[src/rtl/fifo_pkg.sv]
// Shared dual-clock FIFO helpers: default geometry and Gray/binary conversion.
// Used by both the write-side and read-side pointer handlers.
package fifo_pkg;

  localparam int unsigned FIFO_PTR_MAX = 16;
  localparam int unsigned FIFO_PTR_WD  = 10;
  localparam int unsigned FIFO_DEPTH   = 1024;

  typedef logic [FIFO_PTR_MAX-1:0] fifo_ptr_t;

  // Binary to reflected Gray code
  function automatic fifo_ptr_t bin2gray(input fifo_ptr_t b);
    return b ^ (b >> 1);
  endfunction

  // Gray to binary: bit i is the XOR of all Gray bits from the top down to i
  function automatic fifo_ptr_t gray2bin(input fifo_ptr_t g);
    fifo_ptr_t b;
    b[FIFO_PTR_MAX-1] = g[FIFO_PTR_MAX-1];
    for (int i = int'(FIFO_PTR_MAX) - 2; i >= 0; i--) begin
      b[i] = b[i+1] ^ g[i];
    end
    return b;
  endfunction

endpackage

[src/rtl/wptr_handler_if.sv]
// Write-side pointer handler bus: write handshake, read pointer input, pointers and flags.
interface wptr_handler_if
  import fifo_pkg::*;
#(
  parameter int unsigned PTR_WD = FIFO_PTR_WD
);

  localparam int unsigned PW = PTR_WD + 1;

  logic          w_en_i;
  logic [PW-1:0] g_rptr_i;
  logic          w_ack_o;
  logic [PW-1:0] b_wptr_o;
  logic [PW-1:0] g_wptr_o;
  logic [PW-1:0] data_cnt_w;
  logic          full_o;
  logic          afull_o;
  logic          ovf_o;

  // FIFO write client / read-domain pointer source
  modport master (
    output w_en_i, g_rptr_i,
    input  w_ack_o, b_wptr_o, g_wptr_o, data_cnt_w, full_o, afull_o, ovf_o
  );

  // Pointer handler
  modport slave (
    input  w_en_i, g_rptr_i,
    output w_ack_o, b_wptr_o, g_wptr_o, data_cnt_w, full_o, afull_o, ovf_o
  );

endinterface

[src/rtl/ptr_sync_2ff.sv]
// Two-flop synchronizer for a Gray-coded pointer crossing clock domains.
// Synchronous active-high reset; no logic is placed between the flops.
module ptr_sync_2ff #(
  parameter int unsigned WD = 11
) (
  input  logic          clk_i,
  input  logic          rst_i,
  input  logic [WD-1:0] d_i,
  output logic [WD-1:0] q_o
);

  logic [WD-1:0] meta_q;
  logic [WD-1:0] sync_q;

  // Two-stage capture of the asynchronous pointer
  always_ff @(posedge clk_i) begin
    if (rst_i) begin
      meta_q <= '0;
      sync_q <= '0;
    end else begin
      meta_q <= d_i;
      sync_q <= meta_q;
    end
  end

  assign q_o = sync_q;

endmodule

[src/rtl/wptr_handler.sv]
// Write-side pointer and flag logic of the dual-clock FIFO.
// Advances binary/Gray write pointers, synchronizes the read Gray pointer and
// derives full, almost-full and write-side occupancy.
// Optional feature macro: WPTR_OVF_FLAG_EN enables the sticky overflow flag ovf_o;
// when undefined ovf_o is tied low and no register is built.
module wptr_handler
  import fifo_pkg::*;
#(
  parameter int unsigned PTR_WD    = FIFO_PTR_WD,
  parameter int unsigned DEPTH     = FIFO_DEPTH,
  parameter int unsigned AFULL_THR = 1016
) (
  input  logic           w_clk_i,
  input  logic           w_rst_i,
  wptr_handler_if.slave  bus
);

  localparam int unsigned PW = PTR_WD + 1;
  localparam logic [PW-1:0] AFULL_V = PW'(AFULL_THR);

  // Elaboration-time parameter sanity
  if (PTR_WD < 2 || PW > FIFO_PTR_MAX) begin : g_ptr_wd_chk
    $error("wptr_handler: PTR_WD out of range");
  end
  if (DEPTH != (32'd1 << PTR_WD)) begin : g_depth_chk
    $error("wptr_handler: DEPTH must equal 2**PTR_WD");
  end
  if (AFULL_THR < 1 || AFULL_THR > DEPTH) begin : g_afull_chk
    $error("wptr_handler: AFULL_THR must be in 1..DEPTH");
  end

  logic [PW-1:0] b_wptr_q, b_wptr_d;
  logic [PW-1:0] g_wptr_q, g_wptr_d;
  logic          full_q, full_d;
  logic          afull_q, afull_d;
  logic [PW-1:0] g_rptr_sync;
  logic [PW-1:0] b_rptr_sync;
  logic [PW-1:0] g_full_cmp;
  logic [PW-1:0] occ_nxt;
  logic          w_ack;

  // Read Gray pointer into the write domain
  ptr_sync_2ff #(
    .WD (PW)
  ) u_rptr_sync (
    .clk_i (w_clk_i),
    .rst_i (w_rst_i),
    .d_i   (bus.g_rptr_i),
    .q_o   (g_rptr_sync)
  );

  // Accept, next pointers and flag evaluation
  always_comb begin
    w_ack       = bus.w_en_i & ~full_q;
    b_wptr_d    = b_wptr_q + PW'(w_ack);
    g_wptr_d    = PW'(bin2gray(fifo_ptr_t'(b_wptr_d)));
    b_rptr_sync = PW'(gray2bin(fifo_ptr_t'(g_rptr_sync)));
    g_full_cmp  = {~g_rptr_sync[PTR_WD:PTR_WD-1], g_rptr_sync[PTR_WD-2:0]};
    occ_nxt     = b_wptr_d - b_rptr_sync;
    full_d      = (g_wptr_d == g_full_cmp);
    afull_d     = (occ_nxt >= AFULL_V);
  end

  // Pointer and flag registers
  always_ff @(posedge w_clk_i) begin
    if (w_rst_i) begin
      b_wptr_q <= '0;
      g_wptr_q <= '0;
      full_q   <= 1'b0;
      afull_q  <= 1'b0;
    end else begin
      b_wptr_q <= b_wptr_d;
      g_wptr_q <= g_wptr_d;
      full_q   <= full_d;
      afull_q  <= afull_d;
    end
  end

`ifdef WPTR_OVF_FLAG_EN
  logic ovf_q;

  // Sticky record of any write attempted while full
  always_ff @(posedge w_clk_i) begin
    if (w_rst_i) begin
      ovf_q <= 1'b0;
    end else begin
      ovf_q <= ovf_q | (bus.w_en_i & full_q);
    end
  end

  assign bus.ovf_o = ovf_q;
`else
  assign bus.ovf_o = 1'b0;
`endif

  assign bus.w_ack_o    = w_ack;
  assign bus.b_wptr_o   = b_wptr_q;
  assign bus.g_wptr_o   = g_wptr_q;
  assign bus.full_o     = full_q;
  assign bus.afull_o    = afull_q;
  assign bus.data_cnt_w = b_wptr_q - b_rptr_sync;

endmodule

[src/flat_wrapper.sv]
// flat-port wrapper written by rule: the top's interface ports become plain ports
module wptr_handler_flat import fifo_pkg::*;
#(
  parameter int unsigned PTR_WD    = FIFO_PTR_WD,
  parameter int unsigned DEPTH     = FIFO_DEPTH,
  parameter int unsigned AFULL_THR = 1016
)
  (w_clk_i, w_rst_i, bus_w_en_i, bus_g_rptr_i, bus_w_ack_o, bus_b_wptr_o, bus_g_wptr_o, bus_data_cnt_w, bus_full_o, bus_afull_o, bus_ovf_o);
  wptr_handler_if #(.PTR_WD(PTR_WD)) bus_i ();
  input  logic w_clk_i;
  input  logic w_rst_i;
  input wire logic [$bits(bus_i.w_en_i)-1:0] bus_w_en_i;
  input wire logic [$bits(bus_i.g_rptr_i)-1:0] bus_g_rptr_i;
  output wire logic [$bits(bus_i.w_ack_o)-1:0] bus_w_ack_o;
  output wire logic [$bits(bus_i.b_wptr_o)-1:0] bus_b_wptr_o;
  output wire logic [$bits(bus_i.g_wptr_o)-1:0] bus_g_wptr_o;
  output wire logic [$bits(bus_i.data_cnt_w)-1:0] bus_data_cnt_w;
  output wire logic [$bits(bus_i.full_o)-1:0] bus_full_o;
  output wire logic [$bits(bus_i.afull_o)-1:0] bus_afull_o;
  output wire logic [$bits(bus_i.ovf_o)-1:0] bus_ovf_o;
  assign bus_i.w_en_i = bus_w_en_i;
  assign bus_i.g_rptr_i = bus_g_rptr_i;
  assign bus_w_ack_o = bus_i.w_ack_o;
  assign bus_b_wptr_o = bus_i.b_wptr_o;
  assign bus_g_wptr_o = bus_i.g_wptr_o;
  assign bus_data_cnt_w = bus_i.data_cnt_w;
  assign bus_full_o = bus_i.full_o;
  assign bus_afull_o = bus_i.afull_o;
  assign bus_ovf_o = bus_i.ovf_o;
  wptr_handler #(.PTR_WD(PTR_WD), .DEPTH(DEPTH), .AFULL_THR(AFULL_THR)) u_core (.w_clk_i(w_clk_i), .w_rst_i(w_rst_i), .bus(bus_i));
endmodule
[config.mk]
export PLATFORM = sky130hd
export DESIGN_NAME = wptr_handler_flat
export DESIGN_NICKNAME = d
export VERILOG_FILES = /design/src/rtl/fifo_pkg.sv /design/src/rtl/wptr_handler_if.sv /design/src/rtl/ptr_sync_2ff.sv /design/src/rtl/wptr_handler.sv /design/src/flat_wrapper.sv
export SDC_FILE = /design/constraint.sdc
export NUM_CORES = 1
export LEC_CHECK = 0
export CORE_MARGIN = 5
export CORE_UTILIZATION = 51
export DETAILED_ROUTE_END_ITERATION = 8
export GPL_TIMING_DRIVEN = 0
export PLACE_DENSITY = 0.77
export SLEW_MARGIN = 5
export SYNTH_ARGS = -nofsm -noshare
export SYNTH_HDL_FRONTEND = slang
export SYNTH_SLANG_ARGS = --single-unit
[constraint.sdc]
create_clock -name w_clk_i -period 4.24 [get_ports w_clk_i]
set_input_delay 0.424 -clock w_clk_i [delete_from_list [all_inputs] [get_ports w_clk_i]]
set_output_delay 0.424 -clock w_clk_i [all_outputs]
set_load 0.005 [all_outputs]
# After elaboration in Yosys (flattened, before gate mapping)

Index checks and enable logic that the tools add are counted.

Register bits after elaboration: 46
Output and inout port bits: 37
Logic and storage cells: 25

Add/sub/neg operators: 3
Magnitude comparators: 1
Eq/ne operators: 1
Bitwise gates (word level): 14

Operators by type and width:

| cell                                                   | count |
|---|---|
| subtractor 11 bit                                      | 2 |
| adder 11 x 1 -> 11 bit                                 | 1 |
| equality test 11 bit                                   | 1 |
| >= comparator 11 x 10 -> 1 bit (second input constant) | 1 |
| bitwise XOR 11 x 10 -> 11 bit                          | 1 |
| bitwise XOR 1 bit                                      | 10 |
| NOT 2 bit                                              | 1 |
| AND 1 bit                                              | 1 |
| NOT 1 bit                                              | 1 |

# Depth between registers and ports, before layout

Depth in word-level cells: 12
Depth in mapped cells: 17

# Cells and area by module

A second synthesis with hierarchy kept.

Cells, all modules: 319
Area total of the unflattened synthesis: 2,849.0 um^2

Modules (own cells, without submodules):

| module       | instances | cells each | area an instance (um^2) |
|---|---|---|---|
| wptr_handler | 1         | 273        | 2,208.4 |
| ptr_sync_2ff | 1         | 46         | 640.6 |

# Least setup slack after synthesis

Ideal clock, no wire load.

Kind: register -> output
From: register u_core.u_rptr_sync.sync_q[10], in the netlist u_core.u_rptr_sync.q_o[10]
To: output port bus_data_cnt_w[10]
Arrival: 3.235 ns
Data required time: 3.816 ns
Setup slack: 0.581 ns
Cell stages (with the launch flop): 15
Buffers on the path: 0
Path through: dfxtp_1 > xnor2_2 > xnor2_4 > xnor3_1 > xnor2_1 > xnor2_1 > ha_1 > inv_1 > ha_1 > a21o_1 > and3_4 > o31ai_4 > o2111ai_1 > a21oi_1 > xnor2_1

Cells in the longest elaborated chain, start to end: 11

RTL lines:

| element                          | line                | RTL |
|---|---|---|
| start, declared                  | ptr_sync_2ff.sv:13  | `logic [WD-1:0] sync_q;` |
| start signal, assigned           | ptr_sync_2ff.sv:22  | `sync_q <= meta_q;` |
| bitwise XOR 1 bit (10 in series) | fifo_pkg.sv:21      | `b[i] = b[i+1] ^ g[i];` |
| subtractor 11 bit *              | wptr_handler.sv:101 | `assign bus.data_cnt_w = b_wptr_q - b_rptr_sync;` |
| end, declared                    | flat_wrapper.sv:17  | `output wire logic [$bits(bus_i.data_cnt_w)-1:0] bus_data_cnt_w;` |

Every way passes the cells marked *; elsewhere a longest branch is shown, timed or not.

# Worst setup path in the final report

From: register u_core.u_rptr_sync.sync_q[5], in the netlist u_core.u_rptr_sync.q_o[5]
To: output port bus_data_cnt_w[9]

Cells in the longest elaborated chain, start to end: 7

RTL lines:

| element                         | line |
|---|---|
| bitwise XOR 1 bit *             | fifo_pkg.sv:21 |
| bitwise XOR 1 bit (5 in series) | fifo_pkg.sv:21 |
| subtractor 11 bit *             | wptr_handler.sv:101 |

Marked as above.

==> run_results.csv <==
group,metric,value,unit
outcome,status,"completed",
placed_design,io_buffers,48,
setup_path,worstSetupEndpointType,"primary output",
global_routing,grt_pass1_vias,2217,
setup_path,worst-path-max-fanout,3,
floorplanning,dieArea,6900,µm²
pwr,finalPower,1200,µW
setup_path,crit_path_start_kind,"register",
setup_path,crit_buf_inv,1,
cells_and_area,fin_area,3560,µm²
timing,finalCriticalPeriod,4.12,ns
synth,synth_edf_count,0,
timing,setup_tns,0,ns
pwr,power_density,338,nW/µm²
cells_and_area,design.final.nets,406,
timing,finalCritPeriodShare,97.1,%
setup_path,path_delay_family,"XOR/XNOR gates",
clocking,clk-insertion-delay-late,0.30,ns
route,wl_per_cell,13.6,µm
pwr,leakage,0.00153,µW
timing,skew,0.00757,ns
global_routing,grt_max_degree,13,
setup_path,cp.depth,13,
timing,worst_pin_slew,0.671,ns
synth,synthCells,310,
route,routed-wl-met3,279,µm
synth,synth_top_area_share,33.1,%
floorplanning,fp.dieW,83.1,µm
floorplanning,rows,26,
clocking,cts_max_level,2,
setup_path,worstPathRequired,3.82,ns
hold_path,hold_class,"register to register",
setup_path,crit_chain,"xor2_4, xnor2_2, xnor3_2, xnor2_4, xnor2_2, ha_2, nand2b_1, a21oi_1, o311a_1, o31ai_2, a21oi_1, xnor2_1, clkdlybuf4s50_1",
timing,hold_viol_final,0,
timing,fmax,243,MHz
setup_path,slowest_delay,0.52,ns
synth,synth-seq-cells,45,
global_routing,grt_overflow_total,0,
route,viasPerCell,5.21,
route,drtAntennaViolNets,0,
timing,rsz0062_at_grt,"true",
synth,ys_async_sr_fraction,0,%
placed_design,pre_cts_ws,-0.363,ns
hold_path,whs_path_depth,1,
pwr,switchingPower,374,µW
cells_and_area,fillerInstances,446,
floorplanning,die_y,83.1,µm
route,drc,0,
pwr,internal_power,829,µW
setup_path,setup.worst_path.class,"register to primary output",
timing,slew_headroom,55.0,%
timing,maxSlewViolCount,0,
setup_path,reg2reg_depth,15,
clocking,root_buffer,"clkbuf_8",
cells_and_area,area_growth,30.9,%
pwr,p_comb_share,40.9,%
synth,synth_area_leaders,"dfxtp_1, xnor2_1, ha_1",
setup_path,cpMaxStageDelayCell,"clkdlybuf4s50_1",
synth,synth_area,2720,µm²
route,wl_met1,2670,µm
route,drt_first_pass_iters,4,
floorplanning,io_pins,51,
pwr,swShare,31.1,%
timing,fin_ws,0.121,ns
synth,synth_fp_nets,343,
cells_and_area,antennaDiodeCount,0,
pwr,seqPwrFrac,37.3,%
placed_design,place_area,3290,µm²
job,cap_violations,0,
placed_design,gp_congestion,0.879,
synth,syn_area_per_cell,8.78,µm²
clocking,cts_tree,"done",
timing,whs,0.437,ns
synth,synth.distinct_cells,51,
route,maxUsedRoutingLayer,"met4",
pwr,clockPowerShare,21.9,%
synth,synth_ff_type,"dfxtp_1",
clocking,cts_inserted_buffers,5,
pwr,vdd_ir_drop_max,0.178,mV
global_routing,grt_usage,17.4,%
route,totalWireLength,6030,µm
floorplanning,core-area,5140,µm²
timing,finalSetupViolations,0,
placed_design,dp_hpwl,4540,µm
route,wl_met2,2920,µm
floorplanning,initial_core_util,53.0,%
synth,synth_top_area_cell,"dfxtp_1",
route,route.vias.total,2307,
global_routing,grt_antenna_before_repair,0,
cells_and_area,drive_gt1_share,12.3,%
synth,synth_warnings,0,
synth,synth-seq-area-share,33.1,%
setup_path,arrival,3.69,ns
route,dr.first_iter.drc_count,111,
global_routing,grt_pass1_wl,10000,µm
clocking,clk_pin_slew,0.07,ns
clocking,clock_path_buffers,2,
clocking,cts_sinks,45,
==> cell usage in the layout, fill, tap and decap left out, drive strengths merged, types with 13 or more instances in the layout <==
master	instances
nor2	35
dfxtp	45
clkbuf	13
ha	19
xnor2	35
clkdlybuf4s50	45
nor2b	24
a21oi	15
xor2	19
inv	23
nand2	15
==> what timing repair did <==
item	in CTS	in global routing
pin swaps	11	2
hold buffers	0	0
resized for setup	19	9
cloned	0	0
setup endpoints to repair	7	4
buffers inserted	7	1
==> power groups by stage <==
stage | sequential, µW | combinational [µW] | clock (µW)
floorplan | 456 | 284 | 0
global placement | 456 | 435 | 0
detailed placement | 457 | 443 | 0
CTS | 448 | 483 | 268
global route | 450 | 539 | 289
finish | 448 | 492 | 263
==> worst register-to-register path, stage by stage (launching register included) <==
cell      delay (ns)
dfxtp_1         0.31
nor2b_1         0.28
ha_1            0.26
ha_1            0.19
nand3_1         0.12
inv_1           0.08
nand3_1         0.16
or2_2           0.36
xor2_2          0.32
inv_1           0.08
ha_1            0.37
a221o_1         0.33
a221oi_1        0.23
nand4b_1        0.15
a311o_1         0.33
o21ai_1         0.08
==> kinds of logic after synthesis <==
kind of cell	synth area share (%)
other	0.138
buffers and inverters	4.69
adder cells (fa/ha/maj)	8.73
XOR/XNOR	20.0
AND/OR/NAND/NOR	19.5
AO/OA/AOI/OAI	12.6
multiplexers	1.15
flip-flops	33.1
==> synthesized netlist by cell type (2+ instances only) <==
| cell | number |
|---|---|
| and2_1 | 3 |
| clkbuf_1 | 5 |
| nand2b_1 | 3 |
| a21o_1 | 6 |
| nor2b_1 | 24 |
| ha_1 | 19 |
| mux2i_1 | 2 |
| or3_1 | 3 |
| a211oi_1 | 3 |
| dfxtp_1 | 45 |
| nand3_1 | 12 |
| buf_1 | 2 |
| xor2_1 | 19 |
| inv_1 | 23 |
| o21ai_0 | 3 |
| or2_2 | 2 |
| nor2_1 | 35 |
| nand2_1 | 15 |
| buf_4 | 2 |
| o21bai_1 | 2 |
| xnor2_1 | 33 |
| a21oi_1 | 15 |
| nor3_1 | 5 |
| o31ai_1 | 2 |
==> through the flow <==
stage          cells  utilization [%]
4_1_cts          442             68.5
5_1_grt          443             69.3
3_5_place_dp     428             64.0
6_report         443             69.3
2_1_floorplan    310                -
3_3_place_gp     428             64.0
==> per-layer routing <==
metal	global-route usage (%)	up-vias
met5	0	-
met4	6.69	0
met3	3.66	13
met2	30.2	67
met1	21.0	1076
li1	-	1151
==> sequential cells by signal, indices dropped and copies added (netlist names) <==
register	count
u_core.bus.full_o	1
u_core.bus.g_wptr_o	11
u_core.u_rptr_sync.meta_q	11
u_core.bus.b_wptr_o	10
u_core.u_rptr_sync.q_o	11
u_core.bus.afull_o	1
==> cell type report <==
cell class,instances,area [µm²],share of cell area (%)
multi-input combinational,233,1810,50.9
sequential,45,911,25.6
timing repair buffer,56,537,15.1
tap,70,87.6,2.46
clock buffer,7,86.3,2.42
inverter,23,86.3,2.42
buffer,9,41.3,1.16
==> worst paths after layout <==
| path | from | endpoint | slack [ns] |
|---|---|---|---|
| min reg2reg | u_core.u_rptr_sync.meta_q[6]$_SDFF_PP0_ | u_core.u_rptr_sync.q_o[6]$_SDFF_PP0_ | 0.44 |
| min | u_core.u_rptr_sync.meta_q[6]$_SDFF_PP0_ | u_core.u_rptr_sync.q_o[6]$_SDFF_PP0_ | 0.44 |
| max reg2reg | u_core.bus.full_o$_SDFF_PP0_ | u_core.bus.afull_o$_SDFF_PP0_ | 0.51 |
| max | u_core.u_rptr_sync.q_o[5]$_SDFF_PP0_ | bus_data_cnt_w[9] | 0.12 |
(Power assumes the default switching activity.)
==> edit 1: new RTL, config.mk and constraints unchanged <==
Add a define of `WPTR_OVF_FLAG_EN`.
--- a/src/rtl/wptr_handler.sv
+++ b/src/rtl/wptr_handler.sv
@@ -3,6 +3,8 @@
 // derives full, almost-full and write-side occupancy.
 // Optional feature macro: WPTR_OVF_FLAG_EN enables the sticky overflow flag ovf_o;
 // when undefined ovf_o is tied low and no register is built.
+`define WPTR_OVF_FLAG_EN
+
 module wptr_handler
   import fifo_pkg::*;
 #(
Behaviour: not the same (a bounded check fails within 10 cycles, from zero or initial values and one cycle with w_rst_i high).
==> edit 1 against the original RTL <==
The flow now finishes with violations (negative setup slack); largest power group unchanged; synthesized area grew 2.3%; total power is 5.1% higher; sequential cell count up 1; worst hold slack improved by 0.0028 ns; sequential power grew 2%; count of clock-buffer cells in the layout down 2; cell area is 5.7% higher; wire length down 1.2%; setup slack worse by 0.14 ns; highest routed layer unchanged.
==> edit 1: results (changes against the original RTL) <==
| Metric | Value |
|---|---|
| Wirelength per Cell | 13.2 um (was 13.6 um) |
| Max rail drop VDD | 0.000275 V (was 0.000178 V) |
| Share of layout cells above drive strength 1 | 0.175 (was 0.123) |
| Worst Max-Slew Pin Slew | 0.673 ns (was 0.671 ns) |
| Max incr delay on CP | 0.44 ns (was 0.52 ns) |
| Post-synth net total | 338 (was 343) |
| Comb. pwr | 533 uW (was 492 uW) |
| Routed vias/inst | 5.04 (was 5.21) |
| CTS Root Buffer Type | clkbuf_8 (unchanged) |
| Maximum number of pins on one net before global-route repair | 17 (was 13) |
| Final setup violation count | 1 (was 0) |
| Final TNS setup | -0.0215 ns (was 0 ns) |
| GPL Wtd Cong | 0.846 (was 0.879) |
| Sw power | 403 uW (was 374 uW) |
| Final WL | 5960 um (was 6030 um) |
| Run status | finished, violations left (was complete, no violations) |
| Crit-path slowest cell | xnor3_2 (was clkdlybuf4s50_1) |
| Clock Skew | 0.00399 ns (was 0.00757 ns) |
| Synth cell count leaders | 46 x dfxtp_1, 31 x xnor2_1, 30 x nor2_1 (was 45 x dfxtp_1, 35 x nor2_1, 33 x xnor2_1) |
| Crit Path Max Fanout | 4 (was 3) |
| IO buf count | 50 (was 48) |
| Synth Area in Compound Gates | 0.107 (was 0.126) |
| Yosys cell types | 57 (was 51) |
| DR iter-0 viols | 109 (was 111) |
| Post-Synth XOR/XNOR Area | 0.196 (was 0.200) |
| P_leak | 1.56 nW (was 1.53 nW) |
| First-pass GRT wire length | 9740 um (was 10000 um) |
| Synth Area in Adders | 0.0930 (was 0.0873) |
| Area after DPL | 3380 um^2 (was 3290 um^2) |
| DPL Wire Length | 4400 um (was 4540 um) |
| Clock Pin Slew Worst Setup and Hold Paths | 0.09 ns (was 0.07 ns) |
| PnR worst setup slack | -0.0215 ns (was 0.121 ns) |
| Synth Area per Inst | 9.14 um^2 (was 8.78 um^2) |
| Vias in the first global route | 2142 (was 2217) |
| Failing checks | negative setup slack |
| Post-synthesis mux area share | 0.0162 (was 0.0115) |
| Worst Path Arrival | 3.84 ns (was 3.69 ns) |
| Final #Nets | 410 (was 406) |
[edit 1: per-layer routing]
layer  up-vias  track usage  wire length (um)  share of wire
li1       1186            -                 -              -
met1      1009        0.204              2620           0.44
met2        62        0.294              2900           0.49
met3         9       0.0326               350          0.059
met4         0       0.0556                85          0.014
met5         -            0                 0              0
[edit 1: metrics by stage]
stage	utilization	power, mW	setup slack, ns	hold slack [ns]
after CTS	0.675	1.23	-0.0278	0.442
after floorplan	-	0.735	0.0570	0.414
after detailed placement	0.625	0.891	-0.937	0.421
after global placement	0.625	0.884	-0.913	0.419
final	0.697	1.27	-0.0215	0.440
after global routing	0.697	1.34	-0.226	0.453
[edit 1: final cells by class]
type	count	area (um^2)
multi-input combinational	229	1920
tap	72	90.1
inverter	18	67.6
fill	440	1640
clock buffer	5	68.8
timing repair buffer	65	601
buffer	12	65.1
sequential	46	927
clock inverter	3	22.5
[edit 1: cells by family after synthesis]
| logic type | count (synthesis) |
|---|---|
| AO/OA/AOI/OAI | 41 |
| XOR/XNOR | 55 |
| adder cells (fa/ha/maj) | 21 |
| buffers and inverters | 30 |
| flip-flops | 46 |
| multiplexers | 4 |
| AND/OR/NAND/NOR | 108 |
[edit 1: worst paths after layout]
path / start / end / slack, ns / depth (start not counted)
min: u_core.u_rptr_sync.meta_q[4] / u_core.u_rptr_sync.q_o[4] / 0.44 / 1
max reg2reg: u_core.u_rptr_sync.q_o[4] / u_core.bus.afull_o / 0.07 / 17
max: u_core.u_rptr_sync.q_o[4] / bus_data_cnt_w[10] / -0.02 / 17
min reg2reg: u_core.u_rptr_sync.meta_q[4] / u_core.u_rptr_sync.q_o[4] / 0.44 / 1
[edit 1: timing repair]
item,in CTS,in global routing
buffers inserted,10,5
pin swaps,17,5
endpoints found under the setup margin,11,8
hold endpoints to repair,0,0
resized for setup,41,15
==> edit 2: new RTL, same flow settings <==
Without the edit above. Register the output `bus.data_cnt_w`, without a reset; this adds one clock of latency there.
--- a/src/rtl/wptr_handler.sv
+++ b/src/rtl/wptr_handler.sv
@@ -98,7 +98,9 @@
   assign bus.g_wptr_o   = g_wptr_q;
   assign bus.full_o     = full_q;
   assign bus.afull_o    = afull_q;
-  assign bus.data_cnt_w = b_wptr_q - b_rptr_sync;
+  always_ff @(posedge w_clk_i) begin
+    bus.data_cnt_w <= b_wptr_q - b_rptr_sync;
+  end
 
 endmodule
 
Behaviour: not the same (Yosys sat finds a counterexample within 4 cycles, from zero or initial values and one cycle with w_rst_i high).
==> edit 2 against the original RTL <==
Sequential cell count rose by 11; non-clock buffer count decreased by 3; cell area rose by 4.6%; first-iteration DRC count shrank 5.4%; clock skew up 0.0028 ns; critical path type is now reg -> reg; total power increased by 16%; setup slack improved by 0.048 ns; largest power group is now sequential cells; wire length increased by 1.0%; synthesized area up 11%; sequential share of layout area is 4.5 points higher.
==> edit 2: results (changes against the original RTL) <==
| Metric | Value |
|---|---|
| Slew margin rel. | 0.440 (was 0.550) |
| Clock Pin Slew Worst Setup and Hold Paths | 0.10 ns (was 0.07 ns) |
| Non-clock inverter count | 15 (was 23) |
| #MultiIn Comb | 250 (was 233) |
| Post-CTS Setup Inserts | 0 (was 7) |
| Via count | 2446 (was 2307) |
| Crit Path Max Fanout | 7 (was 3) |
| Finished Layout Cells | 466 (was 443) |
| First-pass GRT wire length | 9890 um (was 10000 um) |
| Crit path to | u_core.bus.data_cnt_w[8] (was bus_data_cnt_w[9]) |
| P_leak | 1.60 nW (was 1.53 nW) |
| # fillers | 515 (was 446) |
| Placed Cells incl. Taps | 456 (was 428) |
| Nonclk buf count | 62 (was 65) |
| Crit path kind | reg -> reg (was reg -> out) |
| GRT met2 Usage | 0.300 (was 0.302) |
| Worst Hold End | u_core.u_rptr_sync.q_o[5] (was u_core.u_rptr_sync.q_o[6]) |
| DP Worst Slack | 0.173 ns (was -0.363 ns) |
| Vias in the first global route | 2230 (was 2217) |
| Buffer share of cell area | 0.157 (was 0.162) |
| Tot GR Track Use | 0.164 (was 0.174) |
| WL met2 | 3100 um (was 2920 um) |
| Run status | complete, no violations (unchanged) |
| Synth Area per Inst | 9.09 um^2 (was 8.78 um^2) |
| Min-delay src | u_core.u_rptr_sync.meta_q[5] (was u_core.u_rptr_sync.meta_q[6]) |
| Maximum number of pins on one net before global-route repair | 18 (was 13) |
| Final WL | 6090 um (was 6030 um) |
| DR iter-0 viols | 105 (was 111) |
| Crit-path slowest cell | xor3_2 (was clkdlybuf4s50_1) |
| Clock sink total | 56 (was 45) |
| Final worst path period share | 0.960 (was 0.971) |
| Sw frac | 0.284 (was 0.311) |
| Ranking of synthesized cells by area | dfxtp_1 37%, xnor2_1 8.1%, ha_1 7.9%, xor2_1 6.1%, nor2b_1 5.8% (was dfxtp_1 33%, xnor2_1 11%, ha_1 8.7%, xor2_1 6.1%, nor2b_1 5.5%) |
| Area after DPL | 3600 um^2 (was 3290 um^2) |
| Clock Network Area Fraction | 0.0299 (was 0.0242) |
| Post-synth net total | 365 (was 343) |
| Clock Skew | 0.0104 ns (was 0.00757 ns) |
| Met3 WL | 330 um (was 279 um) |
| WHS | 0.441 ns (was 0.437 ns) |
[edit 2: changes by cell type after synthesis, moves of 4 or more]
| cell | change |
|---|---|
| nor2b_1 | +4 |
| nand3_1 | -4 |
| dfxtp_1 | +11 |
| xnor2_1 | -5 |
| nand2_1 | +4 |
| inv_1 | -8 |
| o21ai_0 | +6 |
[edit 2: cell families after synthesis]
family                   synth area share
AO/OA/AOI/OAI                       0.114
flip-flops                          0.371
buffers and inverters              0.0456
other                             0.00124
AND/OR/NAND/NOR                     0.206
adder cells (fa/ha/maj)            0.0825
multiplexers                      0.00332
XOR/XNOR                            0.176
[edit 2: critical path, delay by kind of cell, from the launching register on]
family / cells / cell delay, ns
XOR/XNOR: 5 / 1.84
AO/OA/AOI/OAI: 1 / 0.39
flip-flops: 1 / 0.46
adder cells (fa/ha/maj): 3 / 0.78
buffers and inverters: 1 / 0.05
AND/OR/NAND/NOR: 2 / 0.49
